`config.mk`:
```
export PLATFORM = sky130hd
export DESIGN_NAME = adder_join_ctrl_flat
export DESIGN_NICKNAME = d
export VERILOG_FILES = /design/src/rtl/adder_join_ctrl_if.sv /design/src/rtl/adder_join_ctrl.sv /design/src/flat_wrapper.sv
export SDC_FILE = /design/constraint.sdc
export NUM_CORES = 1
export LEC_CHECK = 0
export ABC_AREA = 1
export CAP_MARGIN = 25
export CORE_ASPECT_RATIO = 1.2
export CORE_MARGIN = 3
export CORE_UTILIZATION = 25
export DETAILED_ROUTE_END_ITERATION = 7
export PLACE_DENSITY = 0.54
export SLEW_MARGIN = 0
export SYNTH_ARGS = -nofsm -noshare
export SYNTH_HDL_FRONTEND = slang
export SYNTH_SLANG_ARGS = --single-unit
```
`constraint.sdc`:
```
create_clock -name clock -period 3.3 [get_ports clock]
set_clock_uncertainty 0.2 [all_clocks]
set_input_delay 0.99 -clock clock [delete_from_list [all_inputs] [get_ports clock]]
set_output_delay 0.99 -clock clock [all_outputs]
set_load 0.01 [all_outputs]
```
`src/rtl/adder_join_ctrl_if.sv`:
```
// Stream handshake bundle around the four-channel sample adder.
// slave is the join controller's view; master is the view of the surrounding streams.
interface adder_join_ctrl_if;
  logic [3:0] s_tvalid;
  logic [3:0] s_tlast;
  logic [3:0] s_tready;
  logic       m_tvalid;
  logic       m_tlast;
  logic       m_tready;

  modport slave (
    input  s_tvalid,
    input  s_tlast,
    input  m_tready,
    output s_tready,
    output m_tvalid,
    output m_tlast
  );

  modport master (
    output s_tvalid,
    output s_tlast,
    output m_tready,
    input  s_tready,
    input  m_tvalid,
    input  m_tlast
  );
endinterface

```
`src/rtl/adder_join_ctrl.sv`:
```
// Join/flow controller for the four-channel sample adder: joins enabled input beats,
// strobes the adder register and flushes to the next frame boundary when a channel stalls.
//
// state | meaning
// ------+-----------------------------------------------------------------
// IDLE  | frame boundary; latch channel enables, no input is ready
// RUN   | join enabled channels; fire when all are valid and output slot free
// FLUSH | discard beats until every enabled channel saw tlast or idle limit
module adder_join_ctrl #(
  parameter int TIMEOUT_CYCLES  = 64,
  parameter int FRAME_CNT_WIDTH = 16
) (
  input  logic                       clock,
  input  logic                       reset,
  input  logic [3:0]                 ch_enable,
  input  logic                       err_clear,
  adder_join_ctrl_if.slave           bus,
  output logic                       add_en,
  output logic [3:0]                 add_zero_mask,
  output logic                       err_timeout,
  output logic                       err_tlast,
  output logic [FRAME_CNT_WIDTH-1:0] frame_count,
  output logic [1:0]                 state
);

  localparam int TW = (TIMEOUT_CYCLES > 2) ? $clog2(TIMEOUT_CYCLES) : 1;
  localparam logic [TW-1:0] TMR_LOAD = TW'(TIMEOUT_CYCLES - 1);

  typedef enum logic [1:0] {
    ST_IDLE  = 2'd0,
    ST_RUN   = 2'd1,
    ST_FLUSH = 2'd2
  } state_t;

  state_t                     state_q, state_nxt;
  logic [3:0]                 en_q;
  logic [3:0]                 zmask_q;
  logic [3:0]                 done_q;
  logic [TW-1:0]              tmr_q;
  logic                       mvalid_q;
  logic                       mlast_q;
  logic                       err_to_q;
  logic                       err_tl_q;
  logic [FRAME_CNT_WIDTH-1:0] fcnt_q;

  logic [3:0] rdy;
  logic [3:0] tlast_en;
  logic       all_v;
  logic       any_v;
  logic       partial;
  logic       fire;
  logic       tlast_any;
  logic       tlast_bad;
  logic       tmr_tc;
  logic       timeout_hit;
  logic       flush_done;
  logic       accepted;

  assign all_v       = &(bus.s_tvalid | ~en_q);
  assign any_v       = |(bus.s_tvalid & en_q);
  assign partial     = any_v & ~all_v;
  assign fire        = (state_q == ST_RUN) & all_v & (~mvalid_q | bus.m_tready);
  assign tlast_en    = bus.s_tlast & en_q;
  assign tlast_any   = |tlast_en;
  assign tlast_bad   = fire & tlast_any & (tlast_en != en_q);
  // Down-counter: reload means "no partial/idle cycles seen", zero is the last allowed one.
  assign tmr_tc      = (tmr_q == '0);
  assign timeout_hit = (state_q == ST_RUN) & partial & tmr_tc;
  assign flush_done  = ((done_q | ~en_q) == 4'hF);
  assign accepted    = |(bus.s_tvalid & rdy);

  always_ff @(posedge clock) begin
    if (reset) begin
      state_q <= ST_IDLE;
    end else begin
      state_q <= state_nxt;
    end
  end

  always_comb begin
    state_nxt = state_q;
    case (state_q)
      ST_IDLE: begin
        if (ch_enable != 4'h0) begin
          state_nxt = ST_RUN;
        end
      end
      ST_RUN: begin
        if (fire && tlast_any) begin
          state_nxt = ST_IDLE;
        end else if (timeout_hit) begin
          state_nxt = ST_FLUSH;
        end
      end
      ST_FLUSH: begin
        if (flush_done || tmr_tc) begin
          state_nxt = ST_IDLE;
        end
      end
      default: state_nxt = ST_IDLE;
    endcase
  end

  always_comb begin
    rdy = 4'h0;
    case (state_q)
      ST_RUN:   rdy = {4{fire}} & en_q;
      ST_FLUSH: rdy = en_q & ~done_q;
      default:  rdy = 4'h0;
    endcase
  end

  always_ff @(posedge clock) begin
    if (reset) begin
      tmr_q <= TMR_LOAD;
    end else begin
      case (state_q)
        ST_RUN: begin
          if (fire || !any_v || timeout_hit) begin
            tmr_q <= TMR_LOAD;
          end else if (partial) begin
            tmr_q <= tmr_q - TW'(1);
          end
        end
        ST_FLUSH: begin
          if (accepted) begin
            tmr_q <= TMR_LOAD;
          end else if (!tmr_tc) begin
            tmr_q <= tmr_q - TW'(1);
          end
        end
        default: tmr_q <= TMR_LOAD;
      endcase
    end
  end

  always_ff @(posedge clock) begin
    if (reset) begin
      en_q     <= 4'h0;
      zmask_q  <= 4'hF;
      done_q   <= 4'h0;
      mvalid_q <= 1'b0;
      mlast_q  <= 1'b0;
      err_to_q <= 1'b0;
      err_tl_q <= 1'b0;
      fcnt_q   <= '0;
    end else begin
      if (state_q == ST_IDLE) begin
        en_q    <= ch_enable;
        zmask_q <= ~ch_enable;
      end

      // A fire during a drain handshake replaces the old beat, so valid stays high.
      if (fire) begin
        mvalid_q <= 1'b1;
        mlast_q  <= tlast_any;
      end else if (mvalid_q && bus.m_tready) begin
        mvalid_q <= 1'b0;
      end

      if (timeout_hit) begin
        done_q <= 4'h0;
      end else if (state_q == ST_FLUSH) begin
        done_q <= done_q | (bus.s_tvalid & rdy & bus.s_tlast);
      end

      if (fire && tlast_any) begin
        fcnt_q <= fcnt_q + FRAME_CNT_WIDTH'(1);
      end

      if (err_clear) begin
        err_to_q <= 1'b0;
        err_tl_q <= 1'b0;
      end else begin
        err_to_q <= err_to_q | timeout_hit;
        err_tl_q <= err_tl_q | tlast_bad;
      end
    end
  end

  assign bus.s_tready  = rdy;
  assign bus.m_tvalid  = mvalid_q;
  assign bus.m_tlast   = mlast_q;
  assign add_en        = fire;
  assign add_zero_mask = zmask_q;
  assign err_timeout   = err_to_q;
  assign err_tlast     = err_tl_q;
  assign frame_count   = fcnt_q;
  assign state         = state_q;

endmodule

```
`src/flat_wrapper.sv`:
```
// flat-port wrapper written by rule: the top's interface ports become plain ports
module adder_join_ctrl_flat 
#(
  parameter int TIMEOUT_CYCLES  = 64,
  parameter int FRAME_CNT_WIDTH = 16
)
  (clock, reset, ch_enable, err_clear, add_en, add_zero_mask, err_timeout, err_tlast, frame_count, state, bus_s_tvalid, bus_s_tlast, bus_m_tready, bus_s_tready, bus_m_tvalid, bus_m_tlast);
  adder_join_ctrl_if bus_i ();
  input  logic clock;
  input  logic reset;
  input  logic [3:0] ch_enable;
  input  logic err_clear;
  output logic add_en;
  output logic [3:0] add_zero_mask;
  output logic err_timeout;
  output logic err_tlast;
  output logic [FRAME_CNT_WIDTH-1:0] frame_count;
  output logic [1:0] state;
  input wire logic [$bits(bus_i.s_tvalid)-1:0] bus_s_tvalid;
  input wire logic [$bits(bus_i.s_tlast)-1:0] bus_s_tlast;
  input wire logic [$bits(bus_i.m_tready)-1:0] bus_m_tready;
  output wire logic [$bits(bus_i.s_tready)-1:0] bus_s_tready;
  output wire logic [$bits(bus_i.m_tvalid)-1:0] bus_m_tvalid;
  output wire logic [$bits(bus_i.m_tlast)-1:0] bus_m_tlast;
  assign bus_i.s_tvalid = bus_s_tvalid;
  assign bus_i.s_tlast = bus_s_tlast;
  assign bus_i.m_tready = bus_m_tready;
  assign bus_s_tready = bus_i.s_tready;
  assign bus_m_tvalid = bus_i.m_tvalid;
  assign bus_m_tlast = bus_i.m_tlast;
  adder_join_ctrl #(.TIMEOUT_CYCLES(TIMEOUT_CYCLES), .FRAME_CNT_WIDTH(FRAME_CNT_WIDTH)) u_core (.clock(clock), .reset(reset), .ch_enable(ch_enable), .err_clear(err_clear), .bus(bus_i), .add_en(add_en), .add_zero_mask(add_zero_mask), .err_timeout(err_timeout), .err_tlast(err_tlast), .frame_count(frame_count), .state(state));
endmodule
```
==> PnR_summary.wiki <==
{| class="wikitable"
! Metric !! Value
|-
| Result of the run || completed
|-
| Length in cells of the worst reg-to-reg path || 13
|-
| Number of hold buffers added after cts || 0
|-
| Number of inserted diodes || 0
|-
| Compound-Gate Fraction of Synth Area || 13.0%
|-
| RD Place Congestion || 0.788
|-
| Max Buffers Root-to-Sink || 2
|-
| Category of the critical setup timing path || in2out
|-
| Num CTS Buffers || 5
|-
| Filler Cells Inserted || 982
|-
| Clock-pin slew on the worst setup and hold paths || 80 ps
|-
| Vias in the first global route || 2343
|-
| Share of post-route cells with drive strength above 1 || 15.3%
|-
| Overall routed net length || 6350 um
|-
| Full die area || 10500 um^2
|-
| Row count || 37
|-
| Floorplan die width || 93.9 um
|-
| Async set-or-reset flop fraction in the synthesized netlist || 0%
|-
| Synthesized-area fraction occupied by adder cells || 3.24%
|-
| Number of antenna violations at the first check in global routing || 0
|-
| DR DRC count || 0
|-
| Yosys Warn Count || 0
|-
| Initial cell density of the core || 26.4%
|-
| Cells after synthesis || 343
|-
| Global Route Usage Sum || 12.7%
|-
| GRT overflow || 0
|-
| Share of synthesized cell area in and, or, nand and nor gates || 36.1%
|-
| Max-capacitance violation count || 0
|-
| Hold Crit Depth || 2
|-
| Global-route wire length before repair || 10800 um
|-
| RSZ-0062 raised after global routing || false
|-
| Number of enable-type register cells in the synthesized netlist || 0
|-
| Buffers added on ports || 46
|-
| Mean routed wirelength per cell || 12.2 um
|-
| Main combinational cell family by area after synthesis || simple AND/OR/NAND/NOR gates
|-
| Worst slew pin tran || 466 ps
|-
| Number of nets still failing antenna checks after routing || 0
|-
| VDD IR max || 0.000332 V
|-
| Final worst path period share || 95.5%
|-
| Number of failing hold endpoints at the final stage || 0
|-
| Number of H-tree levels || 2
|-
| Multi-input combinational cell area || 1310 um^2
|-
| Post-detailed-placement half-perimeter wirelength || 4910 um
|-
| Critical Path End Type || primary output
|-
| Proportion of synthesized chip area in sequential cells || 34.5%
|-
| CTS tree || yes
|-
| Most frequently used flop master after synthesis || sky130_fd_sc_hd__dfxtp_1
|-
| End-of-flow core utilization || 35.5%
|-
| Worst endpoint required time || 2110 ps
|-
| Setup violation total in the final timing report || 0
|-
| Core area || 8800 um^2
|-
| Ports || 47
|-
| Total number of clock tree sinks || 40
|-
| Fraction of synthesized area in multiplexers || 0%
|-
| Shortest clock period the worst path allows after layout || 3150 ps
|-
| Mean Syn Cell Area || 6.76 um^2
|-
| Insertion delay to the later sink of the worst-skew pair || 290 ps
|-
| Lkg Pwr || 1.31 nW
|-
| Hold Worst Slack || 253 ps
|-
| CP arrival || 1960 ps
|-
| Maximum number of pins on one net before global-route repair || 22
|-
| Die Ht || 112 um
|-
| Area of the mapped netlist || 2320 um^2
|-
| Synth cell types || 32
|-
| Count of state elements after synthesis || 40
|-
| Pwr per Cell Area || 656 nW/um^2
|-
| Clk Tree Root Cell || sky130_fd_sc_hd__clkbuf_8
|-
| Seq. cell area || 801 um^2
|-
| Synthesis-to-finish area growth || 34.6%
|-
| Startpoint types || primary input
|-
| Hold Crit Class || reg2reg
|-
| Max Fclk || 317 MHz
|-
| Relative slew margins || 68.9%
|-
| Drt initial violations || 130
|-
| Worst-path fanout max || 4
|-
| Syn_nets || 365
|-
| Vias after detailed routing || 2311
|-
| Detailed Routing Iterations Pass 1 || 4
|-
| Post-synthesis share of cell area spent on xor and xnor gates || 2.64%
|-
| Via density per instance || 4.43
|-
| Net count reported at finish || 426
|-
| Max-slew violation count || 0
|}
registers in the layout, summed over array words and instances (netlist names):
name	flops
u_core.err_timeout	1
u_core.add_zero_mask	4
u_core.frame_count	16
u_core.err_tlast	1
u_core.bus.m_tlast	1
u_core.tmr_q	6
u_core.done_q	4
u_core.bus.m_tvalid	1
u_core.en_q	4
u_core.state	2
layout by cell type, fill, tap and decap left out, types with 4 or more instances in the layout:
cell type and instances:
sky130_fd_sc_hd__ha_1 6, sky130_fd_sc_hd__nor3_4 4, sky130_fd_sc_hd__o21ai_0 7, sky130_fd_sc_hd__buf_4 13, sky130_fd_sc_hd__o21ai_1 6, sky130_fd_sc_hd__a21oi_1 39, sky130_fd_sc_hd__inv_2 4, sky130_fd_sc_hd__inv_1 51
sky130_fd_sc_hd__nand2_1 88, sky130_fd_sc_hd__nand2_2 6, sky130_fd_sc_hd__nor2_1 16, sky130_fd_sc_hd__clkbuf_8 5, sky130_fd_sc_hd__xor2_1 4, sky130_fd_sc_hd__nor2_4 4, sky130_fd_sc_hd__o22ai_1 4, sky130_fd_sc_hd__clkbuf_2 4
sky130_fd_sc_hd__clkdlybuf4s50_1 36, sky130_fd_sc_hd__nand3_1 14, sky130_fd_sc_hd__dfxtp_1 40, sky130_fd_sc_hd__nor3_1 9, sky130_fd_sc_hd__buf_2 4, sky130_fd_sc_hd__nand4_1 10
layer usage:
metal  part of all wire (%)  wire length [um]  track usage, %  vias to the layer above
met1                     46              2910            15.7                     1036
met3                    3.9               247            3.18                        4
li1                       -                 -               -                     1223
met5                      0                 0               0                        -
met4                    1.1                71            3.56                        0
met2                     49              3120            21.5                       48
where the power goes:
group | switching, W | leakage, nW | internal (W) | total (W)
logic | 0.000584 | 0.934 | 0.000398 | 0.000982
registers | 0.0000896 | 0.326 | 0.000569 | 0.000659
clock network | 0.000183 | 0.0552 | 0.000225 | 0.000408
total | 0.000857 | 1.31 | 0.00119 | 0.00205
through the flow:
step	setup slack, ps	TNS [ps]	total power, W	cell area [um^2]	std cells
after detailed placement	-630	-3020	0.00160	2990	512
after floorplan	334	0	0.00127	2320	343
after global placement	-598	-2900	0.00159	2990	512
after CTS	11.5	0	0.00205	3120	522
after global routing	50.6	0	0.00223	3120	522
final	149	0	0.00205	3120	522
cell families (layout without fill, tap and decap cells):
group | Yosys count | count (layout)
xor+xnor | 7 | 7
simple gates | 168 | 168
flops | 40 | 40
fa+ha+maj | 6 | 6
compound gates | 58 | 58
buf+inv | 64 | 126
path summary, 6_finish.rpt:
check                           from                 end  slack (ps)
setup / recovery     bus_s_tvalid[2]     bus_s_tready[1]         150
hold / removal    u_core.err_timeout  u_core.err_timeout         250
setup reg to reg     u_core.state[0]     u_core.tmr_q[2]        1000
hold reg to reg   u_core.err_timeout  u_core.err_timeout         250
final cells by class:
type	instances	share of cell area, %
Multi-Input combinational cell	239	42.0
Inverter	58	7.21
Sequential cell	40	25.7
Clock inverter	2	1.12
Timing Repair Buffer	60	17.0
Tap cell	117	4.69
Clock buffer	6	2.32
cell usage after synthesis (6+ instances only):
cell type	n	area (um^2)
sky130_fd_sc_hd__inv_1	51	191
sky130_fd_sc_hd__nand3_1	14	70.1
sky130_fd_sc_hd__dfxtp_1	40	801
sky130_fd_sc_hd__nor2_1	16	60.1
sky130_fd_sc_hd__o21ai_1	6	30.0
sky130_fd_sc_hd__o21ai_0	7	35.0
sky130_fd_sc_hd__nand4_1	10	62.6
sky130_fd_sc_hd__ha_1	6	75.1
sky130_fd_sc_hd__nand2_1	90	338
sky130_fd_sc_hd__a21oi_1	39	195
sky130_fd_sc_hd__nor3_1	9	45.0
timing repair:
action	CTS	global route
setup endpoints to repair	5	4
setup buffers	2	0
pin swaps	7	6
gates resized for setup	33	10
critical path, stage by stage:
cell and delay [ps]:
sky130_fd_sc_hd__clkbuf_2 90, sky130_fd_sc_hd__inv_1 30, sky130_fd_sc_hd__nand2_1 60, sky130_fd_sc_hd__nand2_2 80
sky130_fd_sc_hd__nor2_4 140, sky130_fd_sc_hd__nand3_4 90, sky130_fd_sc_hd__nand2_4 100, sky130_fd_sc_hd__inv_6 50
sky130_fd_sc_hd__nor3_4 180, sky130_fd_sc_hd__buf_2 150
No activity file was read; power rests on OpenSTA's default activity.
==> edit (same settings) <==
`FRAME_CNT_WIDTH` is set to 16 in 2 places; all go to 18.
--- a/src/rtl/adder_join_ctrl.sv
+++ b/src/rtl/adder_join_ctrl.sv
@@ -8,7 +8,7 @@
 // FLUSH | discard beats until every enabled channel saw tlast or idle limit
 module adder_join_ctrl #(
   parameter int TIMEOUT_CYCLES  = 64,
-  parameter int FRAME_CNT_WIDTH = 16
+  parameter int FRAME_CNT_WIDTH = 18
 ) (
   input  logic                       clock,
   input  logic                       reset,
--- a/src/flat_wrapper.sv
+++ b/src/flat_wrapper.sv
@@ -2,7 +2,7 @@
 module adder_join_ctrl_flat 
 #(
   parameter int TIMEOUT_CYCLES  = 64,
-  parameter int FRAME_CNT_WIDTH = 16
+  parameter int FRAME_CNT_WIDTH = 18
 )
   (clock, reset, ch_enable, err_clear, add_en, add_zero_mask, err_timeout, err_tlast, frame_count, state, bus_s_tvalid, bus_s_tlast, bus_m_tready, bus_s_tready, bus_m_tvalid, bus_m_tlast);
   adder_join_ctrl_if bus_i ();
Ports: changed (resized frame_count); port bits go from 47 to 49. No check against the original RTL was run, so the function may have changed too.
==> edit against the unedited design <==
Routed wire length rose by 6.9%; power rose by 2.2%; fmax fell by 1.7%; area after synthesis rose by 3.4%; cell area rose by 4.5%; sequential power rose by 2%; worst hold slack got worse by 3.0 ps; critical endpoint is now bus_s_tready[3]; largest cell class unchanged; worst setup slack got worse by 54 ps; count of clock-buffer cells in the layout did not move; sequential cell count rose by 2.
==> edit: results (changes against the unedited design) <==
| Metric | Value |
|---|---|
| Status | completed (unchanged) |
| M2 GR Usage | 21.8% (was 21.5%) |
| Iteration-0 DRC Markers | 94 (was 130) |
| Critical R2R Capture | u_core.state[1]$_SDFFE_PP0P_ (was u_core.tmr_q[2]$_SDFFE_PP1P_) |
| Top cells by count, synth | nand2_1 (93), inv_1 (50), a21oi_1 (44) (was nand2_1 (90), inv_1 (51), dfxtp_1 (40)) |
| Number of non-clock buffers | 65 (was 60) |
| Pre-CTS setup slack | -713 ps (was -630 ps) |
| Vias in the first global route | 2,361 (was 2,343) |
| Multi-input logic area | 1380 um2 (was 1310 um2) |
| LEAKAGE | 1.38 nW (was 1.31 nW) |
| Cells after synthesis | 354 (was 343) |
| Synth area leaders | dfxtp_1 (35%), nand2_1 (15%), a21oi_1 (9.2%) (was dfxtp_1 (35%), nand2_1 (15%), a21oi_1 (8.4%)) |
| RePlAce Congestion | 0.882 (was 0.788) |
| Critical Path Slowest Stage Cell | dlygate4sd2_1 (was nor3_4) |
| Signal buf overhead | 17.8% (was 17.0%) |
| Worst reg-to-reg path cell count | 10 (was 13) |
| First-pass GRT wire length | 11,000 um (was 10,800 um) |
| WL met1 | 3160 um (was 2910 um) |
| Crit path DAT | 2010 ps (was 1960 ps) |
| Sw frac | 41.5% (was 41.8%) |
| Logic inverters | 52 (was 58) |
| Worst slew margin | 63.6% (was 68.9%) |
| Finished Layout Cells | 539 (was 522) |
| Comb pwr share | 47.7% (was 47.9%) |
| Worst vdd ir | 0.000243 V (was 0.000332 V) |
| Cell Pwr Density | 642 nW/um2 (was 656 nW/um2) |
| PortBufs | 48 (was 46) |
| Min Hold Slack | 250 ps (was 253 ps) |
| Vias/cell | 4.60 (was 4.43) |
| Largest net degree at the start of global routing | 21 (was 22) |
| Detailed Route WL | 6790 um (was 6350 um) |
| Post-CTS resize count | 38 (was 33) |
| Hold_sp | u_core.err_tlast$_SDFF_PP0_ (was u_core.err_timeout$_SDFF_PP0_) |
| Multi-input logic portion of the cell area | 42.3% (was 42.0%) |
| Hold endpoint | u_core.err_tlast$_SDFF_PP0_ (was u_core.err_timeout$_SDFF_PP0_) |
| Die area | 10,800 um2 (was 10,500 um2) |
| Gr usage total | 12.8% (was 12.7%) |
| Fill count | 979 (was 982) |
| CP max stage delay | 210 ps (was 180 ps) |
| Dpl cells | 529 (was 512) |
| Net count, final | 440 (was 426) |
==> edit: cells by family after synthesis <==
kind of cell | after synthesis | share of synthesized area, %
xor gates and xnor gates | 7 | 2.56
and+or+nand+nor | 177 | 36.2
adders and majority gates | 6 | 3.13
DFF | 42 | 35.1
buffers and inverters | 60 | 9.81
AOI/OAI and AO/OA | 62 | 13.3
==> edit: how the worst max path moves through the flow <==
| stage | startpoint | to | slack (ps) | cells past startpoint |
|---|---|---|---|---|
| floorplan | bus_s_tvalid[2] | bus_s_tready[0] | 270 | 8 |
| global placement | bus_s_tvalid[2] | bus_s_tready[3] | -700 | 10 |
| CTS | bus_s_tvalid[0] | bus_s_tready[0] | 8 | 10 |
| finish | bus_s_tvalid[3] | bus_s_tready[3] | 100 | 10 |
| detailed placement | bus_s_tvalid[2] | bus_s_tready[0] | -710 | 10 |
| global route | bus_s_tvalid[3] | bus_s_tready[0] | 2 | 10 |
